===== config.mk =====
export PLATFORM = sky130hd
export DESIGN_NAME = eth_tx_pkt_arbiter
export DESIGN_NICKNAME = d
export VERILOG_FILES = /design/src/rtl/eth_arb_pkg.sv /design/src/rtl/eth_arb_pick.sv /design/src/rtl/eth_tx_pkt_arbiter.sv
export SDC_FILE = /design/constraint.sdc
export NUM_CORES = 1
export LEC_CHECK = 0
export CORE_MARGIN = 5
export CORE_UTILIZATION = 25
export CTS_BUF_LIST = sky130_fd_sc_hd__clkbuf_2
export DETAILED_ROUTE_END_ITERATION = 10
export PLACE_DENSITY_LB_ADDON = 0.25
export SYNTH_ARGS = -nofsm -noshare
export SYNTH_HDL_FRONTEND = slang
export SYNTH_SLANG_ARGS = --single-unit

===== constraint.sdc =====
create_clock -name i_clk -period 2 [get_ports i_clk]
set_input_delay 0.4 -clock i_clk [delete_from_list [all_inputs] [get_ports i_clk]]
set_output_delay 0.4 -clock i_clk [all_outputs]
set_load 0.1 [all_outputs]

===== src/rtl/eth_arb_pkg.sv =====
// Shared types and helpers for the packet-atomic TX arbiter.
// The default AXI-Stream widths and the arbiter FSM encoding live here.
package eth_arb_pkg;

  localparam int unsigned DATA_W  = 64;
  localparam int unsigned KEEP_W  = DATA_W / 8;
  localparam int unsigned MAX_REQ = 8;

  typedef enum logic [0:0] {
    ARB_IDLE,
    ARB_BUSY
  } arb_state_e;

  function automatic logic [2:0] onehot_to_idx(input logic [MAX_REQ-1:0] oh);
    logic [2:0] idx;
    idx = '0;
    for (int i = 0; i < MAX_REQ; i++) begin
      if (oh[i]) idx = 3'(i);
    end
    return idx;
  endfunction

  function automatic logic [MAX_REQ-1:0] idx_to_onehot(input logic [2:0] idx);
    logic [MAX_REQ-1:0] oh;
    oh      = '0;
    oh[idx] = 1'b1;
    return oh;
  endfunction

endpackage


===== src/rtl/eth_arb_pick.sv =====
// Combinational requester pick: first asserted request at or after ptr_i, wrapping.
// With ptr_i tied to 0 this degenerates to fixed lowest-index priority.
module eth_arb_pick #(
  parameter int unsigned NUM_REQ = 3
) (
  input  logic [NUM_REQ-1:0] req_i,
  input  logic [2:0]         ptr_i,
  output logic [NUM_REQ-1:0] grant_o
);

  logic [NUM_REQ-1:0]   rot_req;
  logic [NUM_REQ-1:0]   rot_gnt;
  logic [2*NUM_REQ-1:0] gnt_dbl;

  // Rotate so the pointer slot is bit 0, isolate the lowest set bit, rotate back.
  always_comb begin
    rot_req = NUM_REQ'({req_i, req_i} >> ptr_i);
    rot_gnt = rot_req & (~rot_req + NUM_REQ'(1));
    gnt_dbl = {rot_gnt, rot_gnt} << ptr_i;
    grant_o = gnt_dbl[2*NUM_REQ-1 -: NUM_REQ];
  end

endmodule


===== src/rtl/eth_tx_pkt_arbiter.sv =====
// Packet-atomic arbiter sharing one TX AXI-Stream between NUM_REQ requesters.
// Define ETH_ARB_RR_EN for round-robin; otherwise lowest index wins.
module eth_tx_pkt_arbiter #(
  parameter int unsigned NUM_REQ   = 3,
  parameter int unsigned DATA_W    = 64,
  parameter int unsigned MAX_BEATS = 1024,
  parameter int unsigned CNT_W     = 16,
  localparam int unsigned KEEP_W   = DATA_W / 8
) (
  input  logic                       i_clk,
  input  logic                       i_rst,
  input  logic [NUM_REQ-1:0]         s_axis_tvalid,
  input  logic [NUM_REQ*DATA_W-1:0]  s_axis_tdata,
  input  logic [NUM_REQ*KEEP_W-1:0]  s_axis_tkeep,
  input  logic [NUM_REQ-1:0]         s_axis_tlast,
  input  logic [NUM_REQ-1:0]         s_axis_tuser,
  output logic [NUM_REQ-1:0]         s_axis_tready,
  output logic                       m_axis_tvalid,
  output logic [DATA_W-1:0]          m_axis_tdata,
  output logic [KEEP_W-1:0]          m_axis_tkeep,
  output logic                       m_axis_tlast,
  output logic                       m_axis_tuser,
  input  logic                       m_axis_tready,
  output logic [NUM_REQ-1:0]         o_grant,
  output logic [NUM_REQ*CNT_W-1:0]   o_pkt_cnt,
  output logic [NUM_REQ-1:0]         o_oversize,
  input  logic                       i_stat_clr
);

  import eth_arb_pkg::*;

  localparam int unsigned BEAT_W = $clog2(MAX_BEATS) + 1;

  arb_state_e                 state_q, state_d;
  logic [NUM_REQ-1:0]         grant_q, grant_d;
  logic [BEAT_W-1:0]          beat_cnt_q, beat_cnt_d;
  logic [NUM_REQ*CNT_W-1:0]   pkt_cnt_q, pkt_cnt_d;
  logic [NUM_REQ-1:0]         oversize_q, oversize_d;

  logic                       busy;
  logic                       sel_valid, sel_last, sel_user;
  logic [DATA_W-1:0]          sel_data;
  logic [KEEP_W-1:0]          sel_keep;
  logic                       over_beat;
  logic                       hs, last_hs;
  logic [NUM_REQ-1:0]         pick_req, pick_gnt;
  logic [2:0]                 pick_ptr;

  always_comb begin
    sel_valid = 1'b0;
    sel_last  = 1'b0;
    sel_user  = 1'b0;
    sel_data  = '0;
    sel_keep  = '0;
    for (int unsigned r = 0; r < NUM_REQ; r++) begin
      if (grant_q[r]) begin
        sel_valid = s_axis_tvalid[r];
        sel_last  = s_axis_tlast[r];
        sel_user  = s_axis_tuser[r];
        sel_data  = s_axis_tdata[r*DATA_W +: DATA_W];
        sel_keep  = s_axis_tkeep[r*KEEP_W +: KEEP_W];
      end
    end

    busy          = (state_q == ARB_BUSY);
    over_beat     = (beat_cnt_q >= BEAT_W'(MAX_BEATS));
    m_axis_tvalid = busy & sel_valid;
    m_axis_tdata  = busy ? sel_data : '0;
    m_axis_tkeep  = busy ? sel_keep : '0;
    m_axis_tlast  = busy & sel_last;
    m_axis_tuser  = busy & (sel_user | over_beat);
    s_axis_tready = busy ? (grant_q & {NUM_REQ{m_axis_tready}}) : '0;

    hs      = m_axis_tvalid & m_axis_tready;
    last_hs = hs & sel_last;
    // The owner's valid on its tlast beat belongs to the packet just finished.
    pick_req = busy ? (s_axis_tvalid & ~grant_q) : s_axis_tvalid;
  end

  eth_arb_pick #(
    .NUM_REQ (NUM_REQ)
  ) u_pick (
    .req_i   (pick_req),
    .ptr_i   (pick_ptr),
    .grant_o (pick_gnt)
  );

`ifdef ETH_ARB_RR_EN
  logic [2:0] ptr_q, ptr_d, ptr_after, owner_idx;

  always_comb begin
    owner_idx = onehot_to_idx(MAX_REQ'(grant_q));
    ptr_after = (owner_idx == 3'(NUM_REQ - 1)) ? 3'd0 : owner_idx + 3'd1;
    ptr_d     = last_hs ? ptr_after : ptr_q;
    pick_ptr  = busy ? ptr_after : ptr_q;
  end

  always_ff @(posedge i_clk) begin
    if (i_rst) ptr_q <= '0;
    else       ptr_q <= ptr_d;
  end
`else
  assign pick_ptr = 3'd0;
`endif

  always_comb begin
    state_d    = state_q;
    grant_d    = grant_q;
    beat_cnt_d = beat_cnt_q;
    pkt_cnt_d  = pkt_cnt_q;
    oversize_d = oversize_q;

    case (state_q)
      ARB_IDLE: begin
        if (|s_axis_tvalid) begin
          state_d = ARB_BUSY;
          grant_d = pick_gnt;
        end
      end
      ARB_BUSY: begin
        if (last_hs) begin
          beat_cnt_d = '0;
          if (|pick_req) begin
            grant_d = pick_gnt;
          end else begin
            state_d = ARB_IDLE;
            grant_d = '0;
          end
        end else if (hs && !over_beat) begin
          // Saturate once oversize: every later beat stays flagged.
          beat_cnt_d = beat_cnt_q + 1'b1;
        end
      end
      default: begin
        state_d = ARB_IDLE;
        grant_d = '0;
      end
    endcase

    for (int unsigned r = 0; r < NUM_REQ; r++) begin
      if (grant_q[r] && hs && over_beat) oversize_d[r] = 1'b1;
      if (grant_q[r] && last_hs) begin
        pkt_cnt_d[r*CNT_W +: CNT_W] = pkt_cnt_q[r*CNT_W +: CNT_W] + 1'b1;
      end
    end

    if (i_stat_clr) begin
      pkt_cnt_d  = '0;
      oversize_d = '0;
    end
  end

  always_ff @(posedge i_clk) begin
    if (i_rst) begin
      state_q    <= ARB_IDLE;
      grant_q    <= '0;
      beat_cnt_q <= '0;
      pkt_cnt_q  <= '0;
      oversize_q <= '0;
    end else begin
      state_q    <= state_d;
      grant_q    <= grant_d;
      beat_cnt_q <= beat_cnt_d;
      pkt_cnt_q  <= pkt_cnt_d;
      oversize_q <= oversize_d;
    end
  end

  assign o_grant    = grant_q;
  assign o_pkt_cnt  = pkt_cnt_q;
  assign o_oversize = oversize_q;

endmodule


==> summary.md, run 1 <==
| Metric | Value |
|---|---|
| Status | finished, violations left |
| Failing checks | setup timing |
| Crit. End Element | primary output |
| Crit path kind | reg2out |
| Synth area leader | dfxtp_1 |
| Clk Latency, worst-skew pair | 0.55 ns |
| CTS Hold Bufs | 0 |
| Post-route cell area | 11300 um^2 |
| First-pass GRT wire length | between 40000 and 50000 um |
| Fmax | 411.0 MHz |
| Initial core utilization | 0.2546 |
| Post-Route WL | approximately 28000 um |
| Max_cap viols | 0 |
| Wirelength per Cell | between 20 and 25 um |
| Synth top area share | 0.2765 |
| Rows | 50 |
| Final hold vios | 0 |
| Slew headroom | 0.6587 |
| Most numerous cell in the Yosys netlist | nor2_1 |
| Vias per std cell | 5.320 |
| Worst-path fanout max | 17 |
| Syn Area/Cell | 7.340 um^2 |
| Syn nets | roughly 890 |
| Tcrit/Tclk final | 1.217 |
| Number of flops mapped to enable cells by yosys | 0 |
| Synth Flop Type | dfxtp_1 |
| Synth top area cells | dfxtp_1 (28%), a221o_1 (15%), nor2_1 (9.8%) |
| Vias in the first global route | between 6000 and 7000 |
| Leakage | 4.037 nW |
| Drt pass-1 iters | 5 |
| Peak VDD IR | 0.3182 mV |
| Clock Pin Slew Worst Setup and Hold Paths | about 0.2 ns |
| CP startpoint kind | flop |
| Cell breakdown of the critical path | buf_4, clkbuf_16, a221o_1, o21ai_1, nor2_4, buf_12 |
| Final min period | 2.433 ns |
| Die W | 148.3 um |
| Core Region | between 15000 and 20000 um^2 |
| Clock skew | ~0.034 ns |
| Initial antenna violation count | 7 |
| Syn. warnings | 0 |
| Post-synth ARST share | 0 |
| Worst EP arrival | just over 2 ns |
| Cell Pwr Density | 393.1 nW/um^2 |
| CTS Buf Count | 9 |
| Delay of the slowest critical-path stage | 0.43 ns |
| Worst-Margin Slew | around 0.5 ns |
| Worst EP required | 1.60 ns |
| Sinks on Clock Net | 66 |
| Post-detail-place hpwl | 20900 um |
| Crit-path leading delay family | buffers and inverters |
| I/O Buffers | 360 |
| RSZ-0062 raised after global routing | yes |
| Via count | 6927 |
| Overall global routing resource usage | 0.2353 |
| Ports | 361 |
| Clock Tree Buf Depth | 2 |
| Yosys reg bits | 66 |
| Routed Antenna Nets | 0 |
| Hold Path Class | reg2reg |
| H-tree levels | 3 |
| Final Max Tran Viols | 0 |
| Die height | 148.3 um |
| Register area share after synthesis | 0.2765 |
| Root Driver | clkbuf_2 |
| Netlist cell types | 48 |
| Drt drc | 0 |
| DR iter-0 viols | 297 |
| Setup slack after layout | -0.4333 ns |
| CTS tree | built |
| Die area | 21980 um^2 |
| Grt total ovfl | 0 |
| Cell count after synthesis | 651 |
| CP max-delay cell | dfxtp_4 |
| Worst path bufs/invs | 3 |
| DP Area | 10440 um^2 |
| Largest net degree at the start of global routing | 36 |
| Layout area overhead | 136.5% |
| Gpl congestion | 0.9093 |
| Setup TNS | -32.18 ns |
| Nets@finish | 1290 |
| Syn Std Cell Area | about 4800 um^2 |
| Most frequent cells after synthesis | nor2_1 (125), o21ai_0 (85), a221o_1 (73) |
| Setup violators final | 101 |
| Ratio of cells with drive above 1 in the final layout | 0.4175 |
[cell usage in the layout, fill, tap and decap left out, types with 5 or more instances in the layout]
master and n:
nor3_2 5, clkbuf_2 9, nor2_1 51, diode_2 7, xnor2_1 15, nand2_1 23, o21ai_0 10, buf_4 112
dfxtp_1 38, o21ai_2 70, inv_1 11, nor2_4 73, nand4_1 23, a21oi_1 19, xor2_1 21, and2_1 6
or4_1 5, ha_1 5, nand3_1 17, buf_12 98, and4_1 6, and3_1 9, o21ai_1 5, o31ai_1 5
a221o_1 73, nor3_1 7, buf_6 7, dfxtp_2 25, clkdlybuf4s50_1 228, or3_1 9
[final timing paths]
kind / start / endpoint / slack [ns] / cells after the start
setup / recovery: o_grant[1] / m_axis_tdata[44] / -0.43 / 6
setup reg to reg: o_grant[1] / beat_cnt_q[9] / -0.27 / 9
hold / removal: o_pkt_cnt[1] / o_pkt_cnt[1] / 0.50 / 2
hold reg to reg: o_pkt_cnt[1] / o_pkt_cnt[1] / 0.50 / 2
[final cells by class]
| type | count | area (um^2) |
|---|---|---|
| inverters | 13 | 53.80 |
| well taps | 234 | 292.8 |
| flip-flops and latches | 66 | 1364 |
| fillers | 1600 | 7467 |
| clock buffers | 9 | 45.04 |
| diodes | 7 | 17.52 |
| clock inverters | 7 | 50.05 |
| repair buffers | 453 | 5349 |
| multi-input cells | 513 | 4129 |
[power breakdown]
group	internal, mW	switching [mW]
Combinational	1.12	1.28
Sequential	1.32	0.00893
Clock	0.169	0.545
[state kept, by name (all words and copies together) (netlist names)]
name,cells
beat_cnt_q,11
busy,1
o_grant,3
o_oversize,3
o_pkt_cnt,48
[tightest hold or removal path: stages, from the launching register on]
cell     delay [ns]
dfxtp_2        0.37
nand2_1        0.05
a21oi_1        0.06
[metrics by stage]
step           cells  total power, mW  utilization  hold slack (ns)  setup WS (ns)
3_5_place_dp    1251            3.568       0.5561           0.4660        -0.3202
3_3_place_gp    1251            3.555       0.5561           0.4636        -0.2910
6_report        1302            4.442       0.6021           0.4974        -0.4333
4_1_cts         1284            4.408       0.5844           0.4952        -0.5384
2_1_floorplan    651            2.540            -           0.4648        -0.3370
5_1_grt         1302            4.631       0.6021           0.5263        -0.5256
[timing repair]
item	in CTS	in global routing
gates resized for setup	65	60
endpoints found under the setup margin	86	119
gates cloned	4	3
setup buffers	13	9
pin swaps	10	14
[layer usage]
metal	track usage	wire, um	vias to the layer above
li1	-	-	3287
met3	0.05363	1908	44
met1	0.2848	10990	3321
met4	0.09607	832	0
met5	0	0	-
met2	0.4031	14030	275
[cell families (layout without fill, tap and decap cells)]
logic type | count (synthesis) | after routing | synth area share
flops | 66 | 66 | 0.2765
other cells | 0 | 7 | 0
xor+xnor | 36 | 36 | 0.06599
mux | 3 | 3 | 0.006285
compound gates | 211 | 211 | 0.3195
fa+ha+maj | 5 | 5 | 0.01309
simple gates | 258 | 258 | 0.2608
buf+inv | 72 | 482 | 0.05787
Note: power is estimated with default switching activity, not from simulation.
==> run 2: changes to the inputs <==
Settings changed: ABC_AREA from default to 1, CORE_ASPECT_RATIO from default to 1.75.
==> run 2 against run 1 <==
  * The flow still finishes with violations (setup timing)
  * Register-to-register slack better by 0.42 ns
  * Setup slack better by 0.21 ns
  * Routed wire length is 15% higher
  * First-iteration DRC count is 21% higher
  * Worst hold slack better by 0.0076 ns
  * Synthesized cell count is 48% higher
  * Combinational power is 60% higher
  * Non-clock buffer count is 29 lower
  * Synthesized area is 15% higher
  * Die area is 15% higher
  * Cell count is 27% higher
  * Total power is 36% higher
  * Critical endpoint is now m_axis_tdata[50]
==> summary.md, run 2 <==
| Metric | Value |
|---|---|
| Crit-path leading delay family | buffers and inverters (unchanged) |
| Largest net degree at the start of global routing | 46 (was 36) |
| Cell count after synthesis | 965 (was 651) |
| Final hold vios | 0 (unchanged) |
| Int Pwr | 3.189 mW (was 2.608 mW) |
| Clock Tree Buf Depth | 2 (unchanged) |
| Reg2reg end | beat_cnt_q[6] (was beat_cnt_q[9]) |
| DRT met1 WL | 11010 um (was 10990 um) |
| Combinational power share | 0.638 (was 0.540) |
| CTS Hold Bufs | 0 (unchanged) |
| Register area share after synthesis | 0.2397 (was 0.2765) |
| Nets@finish | 1579 (was 1290) |
| DR iter-0 viols | 358 (was 297) |
| Initial core utilization | 0.2518 (was 0.2546) |
| Post-synth ARST share | 0 (unchanged) |
| Ports | 361 (unchanged) |
| Synth Flop Type | dfxtp_1 (unchanged) |
| Delay of the slowest critical-path stage | 0.43 ns (about the same) |
| Hold_sp | o_pkt_cnt[33] (was o_pkt_cnt[1]) |
| CP startpoint kind | flop (unchanged) |
| Hold Path Class | reg2reg (unchanged) |
| First-pass GRT wire length | 45130 um (was 40510 um) |
| Initial antenna violation count | 18 (was 7) |
| Die height | 206.4 um (was 148.3 um) |
| Fill cells | 1944 (was 1600) |
| Most frequent cells after synthesis | nand2_1 (278), a21oi_1 (201), nor2_1 (86) (was nor2_1 (125), o21ai_0 (85), a221o_1 (73)) |
| Worst path bufs/invs | 4 (was 3) |
| Grt total ovfl | 0 (unchanged) |
| NetSw | 2.848 mW (was 1.834 mW) |
| WHS Endpoint | o_pkt_cnt[33] (was o_pkt_cnt[1]) |
| Gpl congestion | 0.9010 (was 0.9093) |
| Fmax | 449.9 MHz (was 411.0 MHz) |
| Clock skew | 0.04707 ns (was 0.03384 ns) |
| Setup violators final | 78 (was 101) |
| Failing checks | setup timing (unchanged) |
| R2R setup slack | 0.15 ns (was -0.27 ns) |
| Cell breakdown of the critical path | inv_6, nand2_8, clkinv_16, clkbuf_16, nand2_2, a21oi_4, buf_12 (was buf_4, clkbuf_16, a221o_1, o21ai_1, nor2_4, buf_12) |
| Synth area leader | dfxtp_1 (unchanged) |
| CP max-delay cell | dfxtp_4 (unchanged) |
| Clk Latency, worst-skew pair | 0.51 ns (was 0.55 ns) |
| Core Region | 21890 um^2 (was 18770 um^2) |
| Setup TNS | -12.33 ns (was -32.18 ns) |
| Slew headroom | 0.7616 (was 0.6587) |
| Number of flops mapped to enable cells by yosys | 0 (unchanged) |
| Worst EP arrival | 1.82 ns (was 2.03 ns) |
| Pre-CTS setup slack | -0.01186 ns (was -0.3202 ns) |
| Crit path kind | reg2out (unchanged) |
| Leakage | 4.541 nW (was 4.037 nW) |
| Overall global routing resource usage | 0.2279 (was 0.2353) |
| Yosys reg bits | 66 (unchanged) |
| Rows | 72 (was 50) |
| R2R cell count | 12 (was 9) |
| Vias per std cell | 5.015 (was 5.320) |
| Clock Power Share | 0.137 (was 0.161) |
| Post-Route WL | 31800 um (was 27760 um) |
| Final min period | 2.223 ns (was 2.433 ns) |
| Peak VDD IR | 0.3298 mV (was 0.3182 mV) |
| Max_cap viols | 0 (unchanged) |
| RSZ-0062 raised after global routing | yes (unchanged) |
| Via count | 8295 (was 6927) |
| Top layer in use | met5 (was met4) |
| Hold slack | 0.5051 ns (was 0.4974 ns) |
| Syn. warnings | 0 (unchanged) |
| Commonest non-fill, non-tap cells in the layout | clkdlybuf4s50_1 (228), nand2_1 (205), buf_12 (120) (was clkdlybuf4s50_1 (228), buf_4 (112), buf_12 (98)) |
| Syn Std Cell Area | 5512 um^2 (was 4778 um^2) |
| Tcrit/Tclk final | 1.111 (was 1.217) |
| Synth top area cells | dfxtp_1 (24%), nand2_1 (19%), a21oi_1 (18%) (was dfxtp_1 (28%), a221o_1 (15%), nor2_1 (9.8%)) |
| Vias in the first global route | 8157 (was 6728) |
| Met2 WL | 16700 um (was 14030 um) |
| Worst hold stages | 2 (unchanged) |
| Clock Pin Slew Worst Setup and Hold Paths | 0.19 ns (was 0.20 ns) |
| Commonest non-fill, non-tap cell in the layout | clkdlybuf4s50_1 (unchanged) |
| CTS tree | built (unchanged) |
| Root Driver | clkbuf_2 (unchanged) |
| Switching part of the total | 0.4718 (was 0.4128) |
| Drt drc | 0 (unchanged) |
| Drt pass-1 iters | 5 (unchanged) |
| Syn nets | 1199 (was 885) |
| Met3 WL | 3104 um (was 1908 um) |
| Cell Pwr Density | 473.6 nW/um^2 (was 393.1 nW/um^2) |
| I/O Buffers | 360 (unchanged) |
| Flop pwr share | 0.225 (was 0.299) |
| Most numerous cell in the Yosys netlist | nand2_1 (was nor2_1) |
| Post-detail-place hpwl | 23170 um (was 20900 um) |
| Crit. End Element | primary output (unchanged) |
| Largest register FFs | 48 (unchanged) |
| Layout area overhead | 131.2% (was 136.5%) |
| Routed Antenna Nets | 0 (unchanged) |
| Synth top area share | 0.2397 (was 0.2765) |
| Sinks on Clock Net | 66 (unchanged) |
| Status | finished, violations left (unchanged) |
| Syn Area/Cell | 5.711 um^2 (was 7.340 um^2) |
| H-tree levels | 3 (unchanged) |
| Die area | 25230 um^2 (was 21980 um^2) |
| Reg-to-Reg Start | busy (was o_grant[1]) |
| Final Max Tran Viols | 0 (unchanged) |
| Wirelength per Cell | 19.22 um (was 21.32 um) |
| Ratio of cells with drive above 1 in the final layout | 0.3200 (was 0.4175) |
| Netlist cell types | 32 (was 48) |
| Setup slack after layout | -0.2229 ns (was -0.4333 ns) |
| Die W | 122.2 um (was 148.3 um) |
| Worst-Margin Slew | 0.3571 ns (was 0.4991 ns) |
| CTS Buf Count | 9 (unchanged) |
| Worst-path fanout max | 8 (was 17) |
| Worst EP required | 1.60 ns (about the same) |
## run 2: power by group through the flow
| stage | clock [mW] | sequential [mW] | combinational (mW) |
|---|---|---|---|
| 6_report | 0.828 | 1.36 | 3.85 |
| 3_5_place_dp | 0 | 1.38 | 3.47 |
| 2_1_floorplan | 0 | 1.41 | 2.12 |
| 3_3_place_gp | 0 | 1.38 | 3.45 |
| 4_1_cts | 0.844 | 1.36 | 3.66 |
| 5_1_grt | 0.898 | 1.36 | 3.99 |
## run 2: worst max-delay path by stage
stage | start | to | slack, ns | cells after the start
2_1_floorplan | o_grant[2] | s_axis_tready[2] | -0.49 | 3
3_3_place_gp | s_axis_tvalid[2] | o_grant[2] | 0.01 | 10
3_5_place_dp | s_axis_tvalid[2] | o_grant[0] | -0.01 | 10
4_1_cts | o_grant[1] | m_axis_tkeep[1] | -0.25 | 7
5_1_grt | o_grant[2] | m_axis_tkeep[1] | -0.29 | 4
6_report | o_grant[1] | m_axis_tdata[50] | -0.22 | 7
## run 2: per-stage QoR
stage	std cells	power [mW]	util	instance area [um^2]
finish	1654	6.036	0.5822	12740
global route	1654	6.247	0.5822	12740
global placement	1600	4.829	0.5420	11870
CTS	1628	5.864	0.5614	12290
detailed placement	1600	4.853	0.5420	11870
floorplan	965	3.537	-	7020
## run 2: what timing repair did
| action | 4_1_cts | 5_1_grt |
|---|---|---|
| setup endpoints to repair | 79 | 78 |
| resized for setup | 85 | 51 |
| gates cloned | 4 | 10 |
| buffers inserted | 8 | 10 |
| pin swaps | 3 | 28 |
## run 2: logic make-up after synthesis
| group | Yosys count | share of synthesized area |
|---|---|---|
| and+or+nand+nor | 468 | 0.3644 |
| AOI/OAI and AO/OA | 289 | 0.2649 |
| buffers and inverters | 117 | 0.08785 |
| DFF | 66 | 0.2397 |
| xor gates and xnor gates | 20 | 0.03178 |
| adders and majority gates | 5 | 0.01135 |
## run 2: worst reg2reg max path, delay by kind of cell (launching register included)
kind	cells	cell delay [ns]
buffers and inverters	7	0.77
AO/OA/AOI/OAI	1	0.19
AND/OR/NAND/NOR	4	0.36
flip-flops	1	0.47
## run 2: layout make-up
class	instances	area, um^2	area share
timing repair buffer	424	5579	0.4378
multi-input combinational	782	5027	0.3945
timing repair inverter	1	16.27	0.001276
antenna	8	20.02	0.001571
clock buffer	9	45.04	0.003534
clock inverter	7	66.31	0.005203
tap	296	370.4	0.02906
sequential	66	1348	0.1057
inverter	61	272.8	0.02140
## run 2: routing by layer
layer / global-route usage / vias up
met2: 0.4206 / 327
met4: 0.07930 / 20
met5: 0 / -
met1: 0.2353 / 3879
li1: - / 4006
met3: 0.07913 / 63
==> run 3: changes to the inputs <==
Settings changed: CORE_ASPECT_RATIO 1.75 to 1.25, CTS_CLUSTER_DIAMETER from default to 200, GPL_TIMING_DRIVEN from default to 0.
==> run 3 against run 2 <==
  * The run still ends with setup timing left
  * Sequential power is essentially flat
  * First-iteration DRC count grew 3.9%
  * Critical path depth shrank 1
  * Largest power group unchanged
  * Highest routed layer unchanged
==> summary.md, run 3 (same netlist as run 2, synthesis figures left out) <==
| Metric | Value |
|---|---|
| Status | finished, violations left (unchanged) |
| Failing checks | setup timing (unchanged) |
| First-pass GRT wire length | 47400 um (was 45130 um) |
| Die W | 142.8 um (was 122.2 um) |
| GR Util met2 | 0.4271 (was 0.4206) |
| Peak VDD IR | 0.3592 mV (was 0.3298 mV) |
| Drt drc | 0 (unchanged) |
| Met1 Use GR | 0.2688 (was 0.2353) |
| Gpl congestion | 0.8604 (was 0.9010) |
| Final core area utilization | 0.5780 (was 0.5822) |
| Beginning of the critical path | o_grant[2] (was o_grant[1]) |
| Sequential Area | 1348 um^2 (unchanged) |
| Worst-path fanout max | 10 (was 8) |
| Die area | 25130 um^2 (was 25230 um^2) |
| Tot Pwr | 6.177 mW (was 6.036 mW) |
| Delay of the slowest critical-path stage | 0.42 ns (was 0.43 ns) |
| Initial antenna violation count | 12 (was 18) |
| Grt total ovfl | 0 (unchanged) |
| CTS tree | built (unchanged) |
| Final min period | 2.344 ns (was 2.223 ns) |
| Hold Path Class | in2reg (was reg2reg) |
| Ports | 361 (unchanged) |
| DR iter-0 viols | 372 (was 358) |
| Tcrit/Tclk final | 1.172 (was 1.111) |
| Wirelength per Cell | 19.78 um (was 19.22 um) |
| Post-detail-place hpwl | 24930 um (was 23170 um) |
| Via count | 8213 (was 8295) |
| Sinks on Clock Net | 66 (unchanged) |
| Placed cell count | 1603 (was 1600) |
| Final hold vios | 0 (unchanged) |
| Worst EP arrival | 1.94 ns (was 1.82 ns) |
| Crit path kind | reg2out (unchanged) |
| Fill cells | 1968 (was 1944) |
| Fmax | 426.6 MHz (was 449.9 MHz) |
| CP startpoint kind | flop (unchanged) |
| Clock Pin Slew Worst Setup and Hold Paths | 0.22 ns (was 0.19 ns) |
| Worst-Margin Slew | 0.6202 ns (was 0.3571 ns) |
| R2R cell count | 13 (was 12) |
| Nets@finish | 1590 (was 1579) |
| Drt pass-1 iters | 5 (unchanged) |
| Clk Latency, worst-skew pair | 0.56 ns (was 0.51 ns) |
| Die height | 176.0 um (was 206.4 um) |
| CP max-delay cell | dfxtp_4 (unchanged) |
| Worst path bufs/invs | 4 (unchanged) |
| RSZ-0062 raised after global routing | yes (unchanged) |
| Initial core utilization | 0.2549 (was 0.2518) |
| GR peak layer | met2 (unchanged) |
| R2R setup slack | 0.10 ns (was 0.15 ns) |
| Worst EP required | 1.60 ns (about the same) |
| Largest net degree at the start of global routing | 12 (was 46) |
| Ratio of cells with drive above 1 in the final layout | 0.3453 (was 0.3200) |
| Post-route cell area | 12500 um^2 (was 12740 um^2) |
| Leakage | 4.583 nW (was 4.541 nW) |
| Worst hold stages | 2 (unchanged) |
| Crit. End Element | primary output (unchanged) |
| Routing usage on met3 | 0.08209 (was 0.07913) |
| Setup violators final | 75 (was 78) |
| Core Region | 21620 um^2 (was 21890 um^2) |
| Clock Tree Buf Depth | 2 (unchanged) |
| H-tree levels | 3 (unchanged) |
| Area taken by multi-input logic gates | 5210 um^2 (was 5027 um^2) |
| WHS Endpoint | beat_cnt_q[3] (was o_pkt_cnt[33]) |
| Post-Route WL | 32560 um (was 31800 um) |
| CTS Buf Count | 9 (unchanged) |
| Cell breakdown of the critical path | inv_4, clkbuf_16, clkbuf_8, o21ai_0, a21oi_4, buf_12 (was inv_6, nand2_8, clkinv_16, clkbuf_16, nand2_2, a21oi_4, buf_12) |
| CTS Hold Bufs | 0 (unchanged) |
| Reg-to-Reg Start | o_grant[1] (was busy) |
| Commonest non-fill, non-tap cells in the layout | clkdlybuf4s50_1 (226), nand2_1 (204), nor2_1 (83) (was clkdlybuf4s50_1 (228), nand2_1 (205), buf_12 (120)) |
| Max_cap viols | 0 (unchanged) |
| Root Driver | clkbuf_2 (unchanged) |
| Setup slack after layout | -0.3442 ns (was -0.2229 ns) |
| I/O Buffers | 359 (was 360) |
| Setup TNS | -19.72 ns (was -12.33 ns) |
| DP Area | 10960 um^2 (was 11870 um^2) |
| Vias per std cell | 4.990 (was 5.015) |
| Largest register FFs | 48 (unchanged) |
| Non-Filler Instances | 1646 (was 1654) |
| Commonest non-fill, non-tap cell in the layout | clkdlybuf4s50_1 (unchanged) |
| Clock skew | 0.03729 ns (was 0.04707 ns) |
| Overall global routing resource usage | 0.2407 (was 0.2279) |
| Reg2reg end | o_pkt_cnt[31] (was beat_cnt_q[6]) |
| Layout area overhead | 126.7% (was 131.2%) |
| Cell Pwr Density | 494.2 nW/um^2 (was 473.6 nW/um^2) |
| Final Max Tran Viols | 0 (unchanged) |
| Crit-path leading delay family | buffers and inverters (unchanged) |
| Slew headroom | 0.5865 (was 0.7616) |
| Rows | 60 (was 72) |
| Hold_sp | i_rst (was o_pkt_cnt[33]) |
| Routed Antenna Nets | 0 (unchanged) |
| Vias in the first global route | 8262 (was 8157) |
## run 3: cell count changes in the layout (fill, tap and decap cells not counted), moves of 20 or more
cell and delta:
buf_12 -41, a21oi_1 -33, a21oi_2 +33, buf_2 +44, o21ai_1 -20, o21ai_0 +24, buf_4 -35
## run 3: worst reg2reg max path, cell delays in order (launching register included)
cell     delay [ns]
dfxtp_4        0.38
buf_8          0.13
buf_4          0.14
buf_6          0.11
a21oi_2        0.13
nand2_2        0.10
nand2_8        0.08
buf_4          0.11
buf_8          0.14
nor2_8         0.07
nand2_4        0.11
buf_8          0.15
nand2_1        0.06
a21oi_1        0.12
## run 3: how the worst max path moves through the flow
stage                  endpoint  slack [ns]  depth (start not counted)
2_1_floorplan  s_axis_tready[2]       -0.49                          3
3_3_place_gp    m_axis_tdata[4]       -1.36                          5
3_5_place_dp   m_axis_tdata[19]       -1.42                          5
4_1_cts        m_axis_tdata[42]       -0.37                          8
5_1_grt        m_axis_tdata[40]       -0.42                          6
6_report       m_axis_tdata[40]       -0.34                          6
## run 3: what timing repair did
item | 4_1_cts | 5_1_grt
setup endpoints to repair | 132 | 98
cloned | 9 | 0
pin swaps | 71 | 14
setup buffers | 8 | 4
gates resized for setup | 1019 | 151
## run 3: cell type report
cell class                 count  share of cell area
timing repair buffer         378              0.3554
clock buffer                  10            0.004005
antenna                        6            0.001201
sequential                    66              0.1078
clock inverter                 6            0.006408
multi-input combinational    782              0.4169
buffer                        56             0.05687
inverter                      61             0.02082
tap                          279             0.02793
timing repair inverter         2            0.002603
## run 3: layer usage
metal | up-vias | routed length, um
li1 | 4018 | -
met1 | 3833 | 11990
met2 | 290 | 16570
met3 | 60 | 2909
met4 | 12 | 1018
met5 | - | 69
## run 3: power breakdown
group          switching, mW  total, mW  internal (mW)
clock                  0.526      0.937          0.412
combinational           2.32       3.90           1.58
sequential            0.0165       1.34           1.33
## run 3: stage by stage
stage / worst slack, ns / hold WS [ns]
6_report: -0.3442 / 0.1415
5_1_grt: -0.4242 / 0.1438
3_5_place_dp: -1.424 / 0.4563
4_1_cts: -0.3702 / 0.1285
3_3_place_gp: -1.360 / 0.4490
2_1_floorplan: -0.4911 / 0.4672
